<file path="config.mk">
export PLATFORM = sky130hd
export DESIGN_NAME = wb_port_arbiter_flat
export DESIGN_NICKNAME = d
export VERILOG_FILES = /design/src/rtl/wb_port_arbiter_if.sv /design/src/rtl/wb_port_arbiter.sv /design/src/flat_wrapper.sv
export SDC_FILE = /design/constraint.sdc
export NUM_CORES = 1
export LEC_CHECK = 0
export ABC_CLOCK_PERIOD_IN_PS = 4400
export CAP_MARGIN = 20
export CORE_ASPECT_RATIO = 1.4
export CORE_UTILIZATION = 45
export CTS_BUF_LIST = sky130_fd_sc_hd__clkbuf_4 sky130_fd_sc_hd__clkbuf_8
export CTS_CLUSTER_SIZE = 8
export DETAILED_ROUTE_END_ITERATION = 7
export GPL_ROUTABILITY_DRIVEN = 0
export HOLD_SLACK_MARGIN = 0.1
export PLACE_DENSITY_LB_ADDON = 0.1
export SYNTH_ARGS = -nofsm -noshare
export SYNTH_HDL_FRONTEND = slang
export SYNTH_SLANG_ARGS = --single-unit
</file>
<file path="constraint.sdc">
create_clock -name clk -period 4.4 [get_ports clk]
set_clock_uncertainty 0.2 [all_clocks]
set_input_delay 0.88 -clock clk [delete_from_list [all_inputs] [get_ports clk]]
set_output_delay 0.88 -clock clk [all_outputs]
set_load 0.1 [all_outputs]
</file>
<file path="src/rtl/wb_port_arbiter_if.sv">
// Write-port bundle between the write-back stage, late-result producers and the arbiter.
// The master modport is the requesting side; the slave modport is the arbiter.
interface wb_port_arbiter_if #(
  parameter int XLEN       = 64,
  parameter int FIFO_DEPTH = 2
);
  localparam int CW = $clog2(FIFO_DEPTH) + 1;

  logic            pipe_valid;
  logic [4:0]      pipe_reg;
  logic [XLEN-1:0] pipe_data;
  logic            pipe_stall;

  logic            late_valid;
  logic            late_ready;
  logic [4:0]      late_reg;
  logic [XLEN-1:0] late_data;

  logic [CW-1:0]   fifo_count;

  logic            write_enable;
  logic [4:0]      write_reg;
  logic [XLEN-1:0] write_data;

  modport master (
    output pipe_valid, pipe_reg, pipe_data,
    output late_valid, late_reg, late_data,
    input  pipe_stall, late_ready, fifo_count,
    input  write_enable, write_reg, write_data
  );

  modport slave (
    input  pipe_valid, pipe_reg, pipe_data,
    input  late_valid, late_reg, late_data,
    output pipe_stall, late_ready, fifo_count,
    output write_enable, write_reg, write_data
  );
endinterface

</file>
<file path="src/rtl/wb_port_arbiter.sv">
// Register-file write-port arbiter: pipeline write-back vs. buffered late results.
// Optional macro WB_ARB_HAZARD_EN: pipeline writes kill older buffered results to the same reg.
module wb_port_arbiter #(
  parameter int XLEN         = 64,
  parameter int FIFO_DEPTH   = 2,
  parameter int STARVE_LIMIT = 4
) (
  input  logic               clk,
  input  logic               reset,
  wb_port_arbiter_if.slave   bus
);
  localparam int PW = $clog2(FIFO_DEPTH);
  localparam int CW = PW + 1;
  localparam int SW = $clog2(STARVE_LIMIT + 1);
  localparam logic [CW-1:0] DEPTH_C = CW'(FIFO_DEPTH);
  localparam logic [SW-1:0] LIMIT_C = SW'(STARVE_LIMIT);

  logic [4:0]      r_mem_reg  [FIFO_DEPTH];
  logic [XLEN-1:0] r_mem_data [FIFO_DEPTH];
  logic [PW-1:0]   r_rd_ptr;
  logic [PW-1:0]   r_wr_ptr;
  logic [CW-1:0]   r_count;
  logic [SW-1:0]   r_starve;

  logic            r_write_enable;
  logic [4:0]      r_write_reg;
  logic [XLEN-1:0] r_write_data;

  logic            w_full;
  logic            w_nonempty;
  logic            w_push;
  logic            w_force;
  logic            w_grant_pipe;
  logic            w_grant_head;
  logic [4:0]      w_head_reg;
  logic [XLEN-1:0] w_head_data;
  logic            w_head_live;
  logic            w_pipe_nz;
  logic            w_head_nz;

  assign w_full     = (r_count == DEPTH_C);
  assign w_nonempty = (r_count != '0);
  assign w_push     = bus.late_valid && !w_full;

  // The pipeline wins every tie until the FIFO has lost STARVE_LIMIT times in a row.
  assign w_force      = bus.pipe_valid && w_nonempty && (r_starve == LIMIT_C);
  assign w_grant_pipe = bus.pipe_valid && !w_force;
  assign w_grant_head = w_nonempty && !w_grant_pipe;

  assign w_head_reg  = r_mem_reg[r_rd_ptr];
  assign w_head_data = r_mem_data[r_rd_ptr];
  assign w_pipe_nz   = (bus.pipe_reg != 5'd0);
  assign w_head_nz   = (w_head_reg != 5'd0);

`ifdef WB_ARB_HAZARD_EN
  logic [FIFO_DEPTH-1:0] r_kill;
  logic [FIFO_DEPTH-1:0] w_kill_hit;

  // An entry is live when its distance from the read pointer is below the count.
  for (genvar g = 0; g < FIFO_DEPTH; g++) begin : g_hit
    logic [PW-1:0] w_off;
    assign w_off = PW'(g) - r_rd_ptr;
    assign w_kill_hit[g] = w_grant_pipe && w_pipe_nz &&
                           ({1'b0, w_off} < r_count) &&
                           (r_mem_reg[g] == bus.pipe_reg);
  end

  always_ff @(posedge clk) begin
    for (int i = 0; i < FIFO_DEPTH; i++) begin
      if (w_kill_hit[i]) r_kill[i] <= 1'b1;
    end
    if (w_push) r_kill[r_wr_ptr] <= 1'b0;
  end

  assign w_head_live = !r_kill[r_rd_ptr];
`else
  assign w_head_live = 1'b1;
`endif

  // NOTE: the entry storage has no reset; pointers and count alone decide which
  // slots hold valid data, so stale contents are never observable.
  always_ff @(posedge clk) begin
    if (w_push) begin
      r_mem_reg[r_wr_ptr]  <= bus.late_reg;
      r_mem_data[r_wr_ptr] <= bus.late_data;
    end
  end

  // NOTE: all state below uses non-blocking assignments so every read in this
  // block sees the pre-edge value, regardless of statement order.
  always_ff @(posedge clk) begin
    if (reset) begin
      r_rd_ptr       <= '0;
      r_wr_ptr       <= '0;
      r_count        <= '0;
      r_starve       <= '0;
      r_write_enable <= 1'b0;
      r_write_reg    <= 5'd0;
      r_write_data   <= '0;
    end else begin
      if (w_push)       r_wr_ptr <= r_wr_ptr + PW'(1);
      if (w_grant_head) r_rd_ptr <= r_rd_ptr + PW'(1);

      case ({w_push, w_grant_head})
        2'b10:   r_count <= r_count + CW'(1);
        2'b01:   r_count <= r_count - CW'(1);
        default: r_count <= r_count;
      endcase

      if (w_grant_head || !w_nonempty) begin
        r_starve <= '0;
      end else if (bus.pipe_valid && (r_starve != LIMIT_C)) begin
        r_starve <= r_starve + SW'(1);
      end

      // x0 targets still consume their slot but never strobe or carry data.
      if (w_grant_pipe) begin
        r_write_enable <= w_pipe_nz;
        r_write_reg    <= bus.pipe_reg;
        r_write_data   <= w_pipe_nz ? bus.pipe_data : '0;
      end else if (w_grant_head) begin
        r_write_enable <= w_head_nz && w_head_live;
        r_write_reg    <= w_head_reg;
        r_write_data   <= w_head_nz ? w_head_data : '0;
      end else begin
        r_write_enable <= 1'b0;
        r_write_reg    <= 5'd0;
        r_write_data   <= '0;
      end
    end
  end

  assign bus.late_ready   = !w_full;
  assign bus.fifo_count   = r_count;
  assign bus.pipe_stall   = w_force;
  assign bus.write_enable = r_write_enable;
  assign bus.write_reg    = r_write_reg;
  assign bus.write_data   = r_write_data;

endmodule

</file>
<file path="src/flat_wrapper.sv">
// flat-port wrapper written by rule: the top's interface ports become plain ports
module wb_port_arbiter_flat 
#(
  parameter int XLEN         = 64,
  parameter int FIFO_DEPTH   = 2,
  parameter int STARVE_LIMIT = 4
)
  (clk, reset, bus_pipe_valid, bus_pipe_reg, bus_pipe_data, bus_late_valid, bus_late_reg, bus_late_data, bus_pipe_stall, bus_late_ready, bus_fifo_count, bus_write_enable, bus_write_reg, bus_write_data);
  wb_port_arbiter_if #(.XLEN(XLEN), .FIFO_DEPTH(FIFO_DEPTH)) bus_i ();
  input  logic clk;
  input  logic reset;
  input wire logic [$bits(bus_i.pipe_valid)-1:0] bus_pipe_valid;
  input wire logic [$bits(bus_i.pipe_reg)-1:0] bus_pipe_reg;
  input wire logic [$bits(bus_i.pipe_data)-1:0] bus_pipe_data;
  input wire logic [$bits(bus_i.late_valid)-1:0] bus_late_valid;
  input wire logic [$bits(bus_i.late_reg)-1:0] bus_late_reg;
  input wire logic [$bits(bus_i.late_data)-1:0] bus_late_data;
  output wire logic [$bits(bus_i.pipe_stall)-1:0] bus_pipe_stall;
  output wire logic [$bits(bus_i.late_ready)-1:0] bus_late_ready;
  output wire logic [$bits(bus_i.fifo_count)-1:0] bus_fifo_count;
  output wire logic [$bits(bus_i.write_enable)-1:0] bus_write_enable;
  output wire logic [$bits(bus_i.write_reg)-1:0] bus_write_reg;
  output wire logic [$bits(bus_i.write_data)-1:0] bus_write_data;
  assign bus_i.pipe_valid = bus_pipe_valid;
  assign bus_i.pipe_reg = bus_pipe_reg;
  assign bus_i.pipe_data = bus_pipe_data;
  assign bus_i.late_valid = bus_late_valid;
  assign bus_i.late_reg = bus_late_reg;
  assign bus_i.late_data = bus_late_data;
  assign bus_pipe_stall = bus_i.pipe_stall;
  assign bus_late_ready = bus_i.late_ready;
  assign bus_fifo_count = bus_i.fifo_count;
  assign bus_write_enable = bus_i.write_enable;
  assign bus_write_reg = bus_i.write_reg;
  assign bus_write_data = bus_i.write_data;
  wb_port_arbiter #(.XLEN(XLEN), .FIFO_DEPTH(FIFO_DEPTH), .STARVE_LIMIT(STARVE_LIMIT)) u_core (.clk(clk), .reset(reset), .bus(bus_i));
endmodule
</file>
* Yosys cells after proc, flatten, opt, wreduce, memory -nomap -nowiden
Memories as Yosys holds them, arrays and structs flattened. A register that Yosys moved wholly into a read port is not among the register bits.
Index checks and enable logic that the tools add are counted.
** Cells by class
- Add/subtract/negate cells :: 5
- Equality and inequality tests :: 5
- Multiplexer cells :: 15
- Reduce and logical (&&, ||, !) cells :: 16
** Operator list (count)
- $mux W64 :: 4
- $mux W5 :: 2
- $reduce_bool A5 Y1 :: 2
- $mux W1 :: 8
- $logic_and A1 B1 Y1 :: 6
- $eq A2 B2 Y1 const B :: 2
- $logic_not A1 Y1 :: 4
- $pmux W2 S2 :: 1
- $reduce_bool A2 Y1 :: 2
- $add A3 B1 Y3 const B :: 1
- $eq A3 B3 Y1 const B :: 1
- $ne A3 B3 Y1 const B :: 1
- $add A1 B1 Y1 const B :: 2
- $add A2 B1 Y2 const B :: 1
- $eq A2 B1 Y1 const B :: 1
- $reduce_or A2 Y1 :: 1
- $sub A2 B1 Y2 const B :: 1
- $logic_or A1 B1 Y1 :: 1
** Word-level totals
- Bits in registers :: 77
- RAM bits :: 138
- Input port bits :: 142
- Output and inout port bits :: 74
- Word-level logic and storage cells :: 50
- Memories kept :: 2
** Memories
- u_core.r_mem_data :: depth 2, width 64, read ports 1, clocked after Yosys merged registers in 1, write ports 1, RTL line wb_port_arbiter.sv:19 : logic [XLEN-1:0] r_mem_data [FIFO_DEPTH];
- u_core.r_mem_reg :: depth 2, width 5, read ports 1, clocked after Yosys merged registers in 1, write ports 1, RTL line wb_port_arbiter.sv:18 : logic [4:0] r_mem_reg [FIFO_DEPTH];

* Logic depth before layout (Yosys ltp)
Gate-level depths: netlist of run 1.
- Word-level depth :: 9
- Mapped depth :: 8
- Gate-level depth less buffers :: 8

* Worst setup path after synthesis of run 1
OpenSTA, ideal clock, no wires.
- Path type :: register -> register
- Start point :: register u_core.r_count[0] (netlist: u_core.bus.fifo_count[0])
- End point :: memory u_core.r_mem_data[0][0], enable pin
- Library setup time :: 0.497 ns
- Arrival time :: 5.117 ns
- Required time :: 3.703 ns
- Setup slack :: -1.414 ns
- Cell stages (with the launch flop) :: 4
- Buffers on the path :: 0
- Clock period less this slack :: 5.814 ns
- Path through :: dfxtp_1 nand2b_1 nand2_1 nor2_1
** On the way
- Word-level cells in the longest chain between the ends :: 5
** RTL lines
- start: declaration :: RTL line wb_port_arbiter.sv:22 : logic [CW-1:0] r_count;
- start signal: assignment :: RTL line wb_port_arbiter.sv:105 : 2'b10: r_count <= r_count + CW'(1);
- start signal: assignment :: RTL line wb_port_arbiter.sv:106 : 2'b01: r_count <= r_count - CW'(1);
- start signal: assignment :: RTL line wb_port_arbiter.sv:107 : default: r_count <= r_count;
- $eq A2 B2 Y1 :: RTL line wb_port_arbiter.sv:41 : assign w_full = (r_count == DEPTH_C);
- $logic_not A1 Y1
- via bus_late_ready :: RTL line flat_wrapper.sv:19 : output wire logic [$bits(bus_i.late_ready)-1:0] bus_late_ready;
- $logic_and A1 B1 Y1 :: RTL line wb_port_arbiter.sv:43 : assign w_push = bus.late_valid && !w_full;
- $mux W1 :: RTL line wb_port_arbiter.sv:83 : if (w_push) begin
- $mux W1 (implied by the code) :: RTL line wb_port_arbiter.sv:85 : r_mem_data[r_wr_ptr] <= bus.late_data;
- end: declaration :: RTL line wb_port_arbiter.sv:19
The timed path passes the listed nets, and every way through them passes these cells.

* Worst setup path in the final report of run 1
- Start point :: register u_core.r_count[0] (netlist: u_core.bus.fifo_count[0])
- End point :: output port bus_late_ready
** On the way
- Word-level cells in the longest chain between the ends :: 2
** RTL lines
- $eq A2 B2 Y1 :: RTL line wb_port_arbiter.sv:41
- $logic_not A1 Y1 :: RTL line wb_port_arbiter.sv:133 : assign bus.late_ready = !w_full;
- end: declaration :: RTL line flat_wrapper.sv:19
No other way between the ends.

==> reports/metrics.cfg, run 1 <==
[clock_network]
clock-root-buffer = clkbuf_8
clk_latency_ns = 0.50
ctsResizeCount = 0
numClockSinks = 216
clk_pin_slew_ns = 0.06
post_cts_buffers = 0
cts_max_path_buffers = 3
cts_hold_buf = 0
cts_buffers = 35
tritoncts = built
htree_levels = 2

[finish]
layout.nets = 807
nFillCells = 1276
seqCellArea_sq_mm = 0.00571
largest_reg_flops = 128
multi_input_area_sq_mm = 0.00192
synthToLayoutAreaGrowth_pct = 38.4
drive_above_1_share_pct = 18.6
final_common_cell = clkdlybuf4s50_1
final_util_pct = 64.2
final_cell_mix = clkdlybuf4s50_1, edfxtp_1, dfxtp_1, mux2i_1, o2bb2ai_2
diodes = 0

[grt]
antenna_found_initial = 0
overflow = 0
grt_pass1_vias = 4851
grt_max_degree = 70
grt_usage_pct = 18.2
grt_pass1_wl_microns = 25000

[critical_path]
r2r_end = u_core.bus.write_data[11]
r2r_cells = 6
worst-setup-path-type = reg -> out
cp-start-kind = register
critPathMaxFanout = 6
crit_path_end_kind = primary output
r2r_slack_ns = 1.61
arrival_ns = 2.35
critPathRequiredTime_ns = 3.32

[route]
drt_iter0_markers = 243
routed_wl_microns = 16400
ant_nets = 0
drcViolationCount = 0
routedWlPerCell_microns = 17.8
dr_total_vias = 4471
drt-vias-per-instance = 4.86
dr.pass1.iters = 4

[pwr]
leakagePower_nw = 3.68
powerDensity_mw_per_mm2 = 587
peakVddDrop_mv = 0.466

[die]
boundaryPins = 216
rows = 56
initial_utilization_pct = 46.4
core-area_sq_mm = 0.0169
die_x_microns = 114
dieArea_sq_mm = 0.0180
die_h_microns = 158

[logic_synthesis]
yosysTopAreaCell = edfxtp_1
ys_ff_latch = 216
synth_cell_type_count = 33
ys_async_sr_fraction_pct = 0
synth.cell_area_sq_mm = 0.00784
synth_top_area_share_pct = 52.9
synth_cells = 428
syn_nets = 573
synth_edf_count = 138
synth_area_leaders = edfxtp_1, dfxtp_1, o2bb2ai_2
synth_seq_area_share_pct = 72.8
synth_ff_type = edfxtp_1
avgSynthCellArea_sq_um = 18.3
yosysWarnings = 0

[outcome]
status = finished clean

[sta]
setup-violations-final = 0
rsz0062_at_grt = no
slew_headroom_pct = 28.1
hold_violations = 0
finalSetupTns_ns = 0
fin_crit_ns = 3.43
worst_slew_pin_slew_ns = 1.08
maxSlewViolCount = 0
max_freq_ghz = 0.292
post-route-period-util_pct = 77.9

[hold_path]
hold_path_end = u_core.r_starve[0]
hold_class = reg -> reg
hold_depth = 1
hold_path.startpoint = u_core.r_starve[0]

[placement]
dp_hpwl_microns = 10400
io_buffers = 215

[run]
max_cap_violations = 0

## worst max path at each step
stage	startpoint	to	cells after the start	slack, ns
final	u_core.bus.fifo_count[0]	bus_late_ready	2	0.97
after global routing	u_core.bus.fifo_count[0]	bus_late_ready	2	0.89
after floorplan	u_core.bus.fifo_count[0]	u_core.r_mem_data[1][0]	2	0.02
after CTS	u_core.bus.fifo_count[0]	bus_late_ready	2	0.96
after global placement	reset	u_core.bus.write_data[0]	4	1.31
after detailed placement	reset	u_core.bus.write_data[5]	4	1.19
## cells by family after synthesis
logic type	count (synthesis)	synth area share (%)
xor+xnor	5	0.559
compound gates	79	12.6
mux	69	8.91
buf+inv	27	2.95
fa+ha+maj	3	0.479
simple gates	29	1.66
flops	216	72.8
## cell usage after synthesis (2+ instances only)
library cell	count
a211oi_1	2
a21oi_1	5
a22oi_1	3
buf_12	5
buf_2	9
buf_4	6
buf_6	2
dfxtp_1	78
edfxtp_1	138
ha_1	3
inv_1	4
mux2_2	2
mux2i_1	66
nand2_1	4
nor2_1	16
nor3_1	2
o21ai_0	2
o2bb2ai_1	15
o2bb2ai_2	49
xnor2_1	3
xor2_1	2
## layer usage
metal	global-route usage (%)	up-vias	wire [microns]
met5	0	-	0
met3	4.21	33	991
met1	20.5	2152	6290
met4	7.27	0	387
li1	-	2122	-
met2	33.1	164	8720
## worst max-delay path, stage by stage, from the launching register on
cell,delay (ns)
dfxtp_1,0.47
nand2b_1,0.22
clkdlybuf4s50_1,1.17
## cell type report
| cell class | count | area share [%] |
|---|---|---|
| Inverter | 4 | 0.138 |
| Clock buffer | 61 | 6.65 |
| Sequential cell | 216 | 52.6 |
| Timing Repair Buffer | 220 | 20.2 |
| Multi-Input combinational cell | 185 | 17.7 |
| Tap cell | 232 | 2.68 |
| Clock inverter | 2 | 0.0692 |
## per-stage QoR
step                power [mW]  setup WS (ns)  hold slack, ns  instance area, sq um  cells
finish                    6.36          0.974           0.253                 10800    920
global route              6.63          0.895           0.280                 10800    920
CTS                       6.44          0.955           0.258                 10800    920
detailed placement        4.67           1.19           0.247                 10100    857
global placement          4.63           1.31           0.224                 10100    857
floorplan                 4.17         0.0216           0.217                  7850    428
## where the power goes
part           switching, mW  internal [mW]
logic                   1.36          0.584
registers              0.146           2.53
clock network          0.726           1.02
Power figures use the tool's default switching activity.
==> run 2, diff against run 1 <==
- ABC_CLOCK_PERIOD_IN_PS: 4400 -> 2900
- clock period: 4.4 -> 2.9 ns (I/O delays scaled with it)
==> run 2 against run 1 <==
First-iteration DRC count shrank 2.9%; worst setup slack got worse by 0.57 ns; sequential power increased by 51%; core utilization is 0.30 points lower; register-to-register slack worse by 0.93 ns; non-clock buffer count grew 5.
==> reports/metrics.cfg, run 2 (same netlist as run 1, synthesis figures left out) <==
[outcome]
status = finished clean

[critical_path]
cp-start-kind = input pin
worstSetupEndpoint = bus_pipe_stall
cp-startpoint = bus_pipe_valid
arrival_ns = 1.71  ; -0.64 ns
critPathRequiredTime_ns = 2.12  ; -1.20 ns
crit_path_end_kind = primary output
worst-setup-path-type = in -> out
critPathMaxFanout = 5  ; -1
r2r_slack_ns = 0.68  ; -0.93 ns
r2r_cells = 3  ; -3
r2r_end = u_core.bus.write_data[63]

[route]
ant_nets = 0  ; unchanged
drcViolationCount = 0  ; unchanged
dr.pass1.iters = 4  ; unchanged
routed_wl_microns = 16200  ; -1.4%
drt-vias-per-instance = 4.86  ; about the same
drt_iter0_markers = 236  ; -2.9%
routedWlPerCell_microns = 17.5  ; -2.0%
dr_total_vias = 4494  ; +0.51%

[grt]
grt_usage_pct = 17.8  ; -0.40 points
grt_pass1_wl_microns = 24400  ; -2.3%
grt_pass1_vias = 4775  ; -1.6%
antenna_found_initial = 0  ; unchanged
grt_max_degree = 55  ; -21%
overflow = 0  ; unchanged

[die]
core-area_sq_mm = 0.0169  ; unchanged
boundaryPins = 216  ; unchanged
rows = 56  ; unchanged
die_x_microns = 114  ; unchanged
die_h_microns = 158  ; unchanged
initial_utilization_pct = 46.4  ; unchanged
dieArea_sq_mm = 0.0180  ; unchanged

[placement]
pre_cts_ws_ns = 0.412  ; -0.779 ns
placed_cells = 862  ; +0.58%
dp_hpwl_microns = 10400  ; -0.51%
dpl_cell_area_sq_mm = 0.0101  ; -0.42%
io_buffers = 215  ; unchanged

[clock_network]
cts_max_path_buffers = 3  ; unchanged
clock-root-buffer = clkbuf_8
numClockSinks = 216  ; unchanged
htree_levels = 2  ; unchanged
tritoncts = built
cts_hold_buf = 0  ; unchanged
clk_latency_ns = 0.49  ; about the same
ctsResizeCount = 0  ; unchanged
post_cts_buffers = 0  ; unchanged
clk_pin_slew_ns = 0.05  ; about the same
cts_buffers = 35  ; unchanged

[run]
max_cap_violations = 0  ; unchanged

[pwr]
powerDensity_mw_per_mm2 = 892  ; +52%
total_power_mw = 9.63  ; +51%
peakVddDrop_mv = 0.572  ; +23%
leakagePower_nw = 3.85  ; +4.8%

[sta]
post-route-period-util_pct = 85.9
setup_ws_ns = 0.408  ; -0.565 ns
slew_headroom_pct = 33.3  ; +5.2 points
fin_crit_ns = 2.49
rsz0062_at_grt = no
setup-violations-final = 0  ; unchanged
worst_slew_pin_slew_ns = 1.00  ; -0.0786 ns
finalSetupTns_ns = 0  ; unchanged
hold_violations = 0  ; unchanged
maxSlewViolCount = 0  ; unchanged
whs_ns = 0.259  ; +0.00618 ns
max_freq_ghz = 0.401

[finish]
fin_area_sq_mm = 0.0108  ; -0.47%
final_common_cell = clkdlybuf4s50_1
drive_above_1_share_pct = 30.3  ; +12 points
diodes = 0  ; unchanged
synthToLayoutAreaGrowth_pct = 37.7
layout.cells.non_filler = 925  ; +0.54%
final_cell_mix = clkdlybuf4s50_1, edfxtp_1, buf_4, dfxtp_1, mux2i_1
layout.nets = 812  ; +0.62%
final_util_pct = 63.9  ; -0.30 points
largest_reg_flops = 128  ; unchanged

[hold_path]
hold_class = reg -> reg
hold_path.startpoint = u_core.r_starve[0]

run 2: changes by cell type in the layout (fill, tap and decap cells not counted), moves of 2 or more:
| cell | previous run | this run |
|---|---|---|
| clkdlybuf4s50_1 | 214 | 141 |
| buf_12 | 0 | 7 |
| buf_4 | 6 | 77 |
| dfxtp_1 | 77 | 75 |
run 2: critical path: stages:
cell             delay (ns)
clkdlybuf4s50_1        0.59
o21ai_0                0.17
nor2_2                 0.17
buf_12                 0.19
run 2: report_power, final:
part | internal, mW | switching, mW
combinational | 0.898 | 2.10
sequential | 3.84 | 0.194
clock | 1.53 | 1.08
run 2: worst min path at each step:
stage                         end  slack, ns  cells after the start
2_1_floorplan  u_core.r_starve[0]       0.22                      1
4_1_cts        u_core.r_starve[0]       0.26                      1
6_report       u_core.r_starve[0]       0.26                      1
3_5_place_dp   u_core.r_starve[0]       0.25                      1
5_1_grt        u_core.r_starve[0]       0.29                      1
3_3_place_gp   u_core.r_starve[0]       0.23                      1
run 2: layout make-up:
class	count	area (sq um)
clock inverter	3	12.5
sequential	216	5710
tap	232	290
fill	1246	6090
timing repair buffer	225	2130
inverter	4	15.0
clock buffer	60	707
multi-input combinational	185	1930
run 2: layer usage:
layer | vias to the layer above | GRT usage, % | wire length [microns]
li1 | 2138 | - | -
met1 | 2154 | 20.0 | 6060
met2 | 167 | 32.0 | 8580
met3 | 35 | 4.52 | 1120
met4 | 0 | 7.46 | 404
met5 | - | 0 | 0
==> run 3, diff against run 2 <==
- CORE_UTILIZATION: 45 -> 25
- RECOVER_POWER: unset -> 100
==> run 3 against run 2 <==
Cell area shrank 3.5%; highest routed layer unchanged; clock power increased by 8.4%; register-to-register slack got worse by 0.21 ns; largest power group unchanged.
==> reports/metrics.cfg, run 3 (same netlist as run 1, synthesis figures left out) <==
[die]
boundaryPins = 216  ; unchanged
core-area_sq_mm = 0.0308  ; +82%
die_h_microns = 212  ; +34%
die_x_microns = 152  ; +34%
initial_utilization_pct = 25.4  ; -21 points
dieArea_sq_mm = 0.0321  ; +79%
rows = 76  ; +36%

[sta]
max_freq_ghz = 0.397  ; -1.2%
setup-violations-final = 0  ; unchanged
worst_slew_pin_slew_ns = 1.24  ; +0.238 ns
slew_headroom_pct = 17.8  ; -16 points
maxSlewViolCount = 0  ; unchanged
fin_crit_ns = 2.52  ; +0.0293 ns
hold_violations = 0  ; unchanged
finalSetupTns_ns = 0  ; unchanged
post-route-period-util_pct = 86.9  ; +1.0 points
rsz0062_at_grt = no

[placement]
io_buffers = 215  ; unchanged
dp_hpwl_microns = 12200  ; +17%
dpl_cell_area_sq_mm = 0.0103  ; +1.8%
placed_cells = 1020  ; +18%

[pwr]
leakagePower_nw = 3.53  ; -8.5%
powerDensity_mw_per_mm2 = 915  ; +2.5%
peakVddDrop_mv = 0.612  ; +7.0%

[grt]
grt_pass1_wl_microns = 27300  ; +12%
antenna_found_initial = 2  ; +2
grt_pass1_vias = 5086  ; +6.5%
grt_max_degree = 70  ; +27%
grt_usage_pct = 11.6  ; -6.2 points
overflow = 0  ; unchanged

[route]
routedWlPerCell_microns = 17.1  ; -2.3%
ant_nets = 0  ; unchanged
drcViolationCount = 0  ; unchanged
dr.pass1.iters = 4  ; unchanged
routed_wl_microns = 18600  ; +15%
drt-vias-per-instance = 4.14  ; -15%
drt_iter0_markers = 73  ; -69%
dr_total_vias = 4519  ; +0.56%

[critical_path]
arrival_ns = 1.74  ; +0.03 ns
rr_startpoint = u_core.r_starve[0]
worst-setup-path-type = reg -> out
critPathRequiredTime_ns = 2.12  ; about the same
path_delay_family = buffers and inverters
worstPathCellList = clkbuf_1
worst-path-buf-inv = 1  ; -1
slowest_stage = clkbuf_1
critPathMaxFanout = 1  ; -4
cp-start-kind = register
crit_path_end_kind = primary output
cp-startpoint = u_core.bus.write_data[54]
cpPeakStageDelay_ns = 0.90  ; +0.31 ns

[run]
max_cap_violations = 0  ; unchanged

[finish]
largest_reg_flops = 128  ; unchanged
final_util_pct = 33.8  ; -30 points
fin_area_sq_mm = 0.0104  ; -3.5%
final_cell_mix = edfxtp_1, dfxtp_1, clkdlybuf4s50_1, dlygate4sd3_1
drive_above_1_share_pct = 13.0  ; -17 points
synthToLayoutAreaGrowth_pct = 33.0
layout.cells.non_filler = 1091  ; +18%
final_common_cell = edfxtp_1
layout.nets = 815  ; +0.37%

[hold_path]
hold_path.startpoint = u_core.r_starve[0]
hold_class = reg -> reg

[outcome]
status = finished clean

[clock_network]
ctsResizeCount = 0  ; unchanged
cts_max_path_buffers = 3  ; unchanged
post_cts_buffers = 0  ; unchanged
clk_pin_slew_ns = 0.06  ; about the same
clk_latency_ns = 0.53  ; +0.04 ns
cts_hold_buf = 0  ; unchanged
tritoncts = built
clock-root-buffer = clkbuf_8
numClockSinks = 216  ; unchanged
cts_buffers = 38  ; +8.6%
htree_levels = 2  ; unchanged

## run 3: changes by cell type in the layout (fill, tap and decap cells not counted), moves of 7 or more
| cell | before | now |
|---|---|---|
| o2bb2ai_1 | 15 | 62 |
| dlygate4sd3_1 | 0 | 69 |
| o2bb2ai_2 | 49 | 2 |
| buf_4 | 77 | 5 |
| clkdlybuf4s50_1 | 141 | 72 |
| clkbuf_1 | 0 | 66 |
| clkbuf_2 | 0 | 7 |
## run 3: layout make-up
type / instances / area [sq um]
diodes: 2 / 5.00
clock buffers: 59 / 737
clock inverters: 10 / 45.0
fillers: 3121 / 20400
inverters: 4 / 15.0
multi-input cells: 185 / 1580
flip-flops and latches: 216 / 5710
well taps: 390 / 488
repair buffers: 225 / 1840
## run 3: where the power goes
part           switching [mW]  internal [mW]
registers               0.154           3.84
clock network            1.22           1.61
logic                    2.05          0.670
## run 3: worst paths after layout
check	cells past startpoint	endpoint	slack, ns
max	1	bus_write_data[54]	0.38
min	1	u_core.r_starve[0]	0.27
max reg2reg	7	u_core.bus.write_data[6]	0.47
min reg2reg	1	u_core.r_starve[0]	0.27
## run 3: metrics by stage
step | power, mW | hold WS (ns) | worst slack, ns
after global routing | 10.0 | 0.292 | 0.286
after detailed placement | 7.16 | 0.265 | 0.403
after global placement | 7.13 | 0.224 | 0.440
final | 9.54 | 0.269 | 0.379
after CTS | 10.1 | 0.273 | 0.392
after floorplan | 6.34 | 0.217 | 0.0753
## run 3: metal layers
layer / track usage [%] / up-vias / part of all wire, % / wire length (microns)
li1: - / 2154 / - / -
met1: 10.6 / 2186 / 34 / 6390
met2: 22.7 / 149 / 57 / 10600
met3: 3.51 / 30 / 6.4 / 1190
met4: 5.02 / 0 / 2.4 / 440
met5: 0 / - / 0 / 0
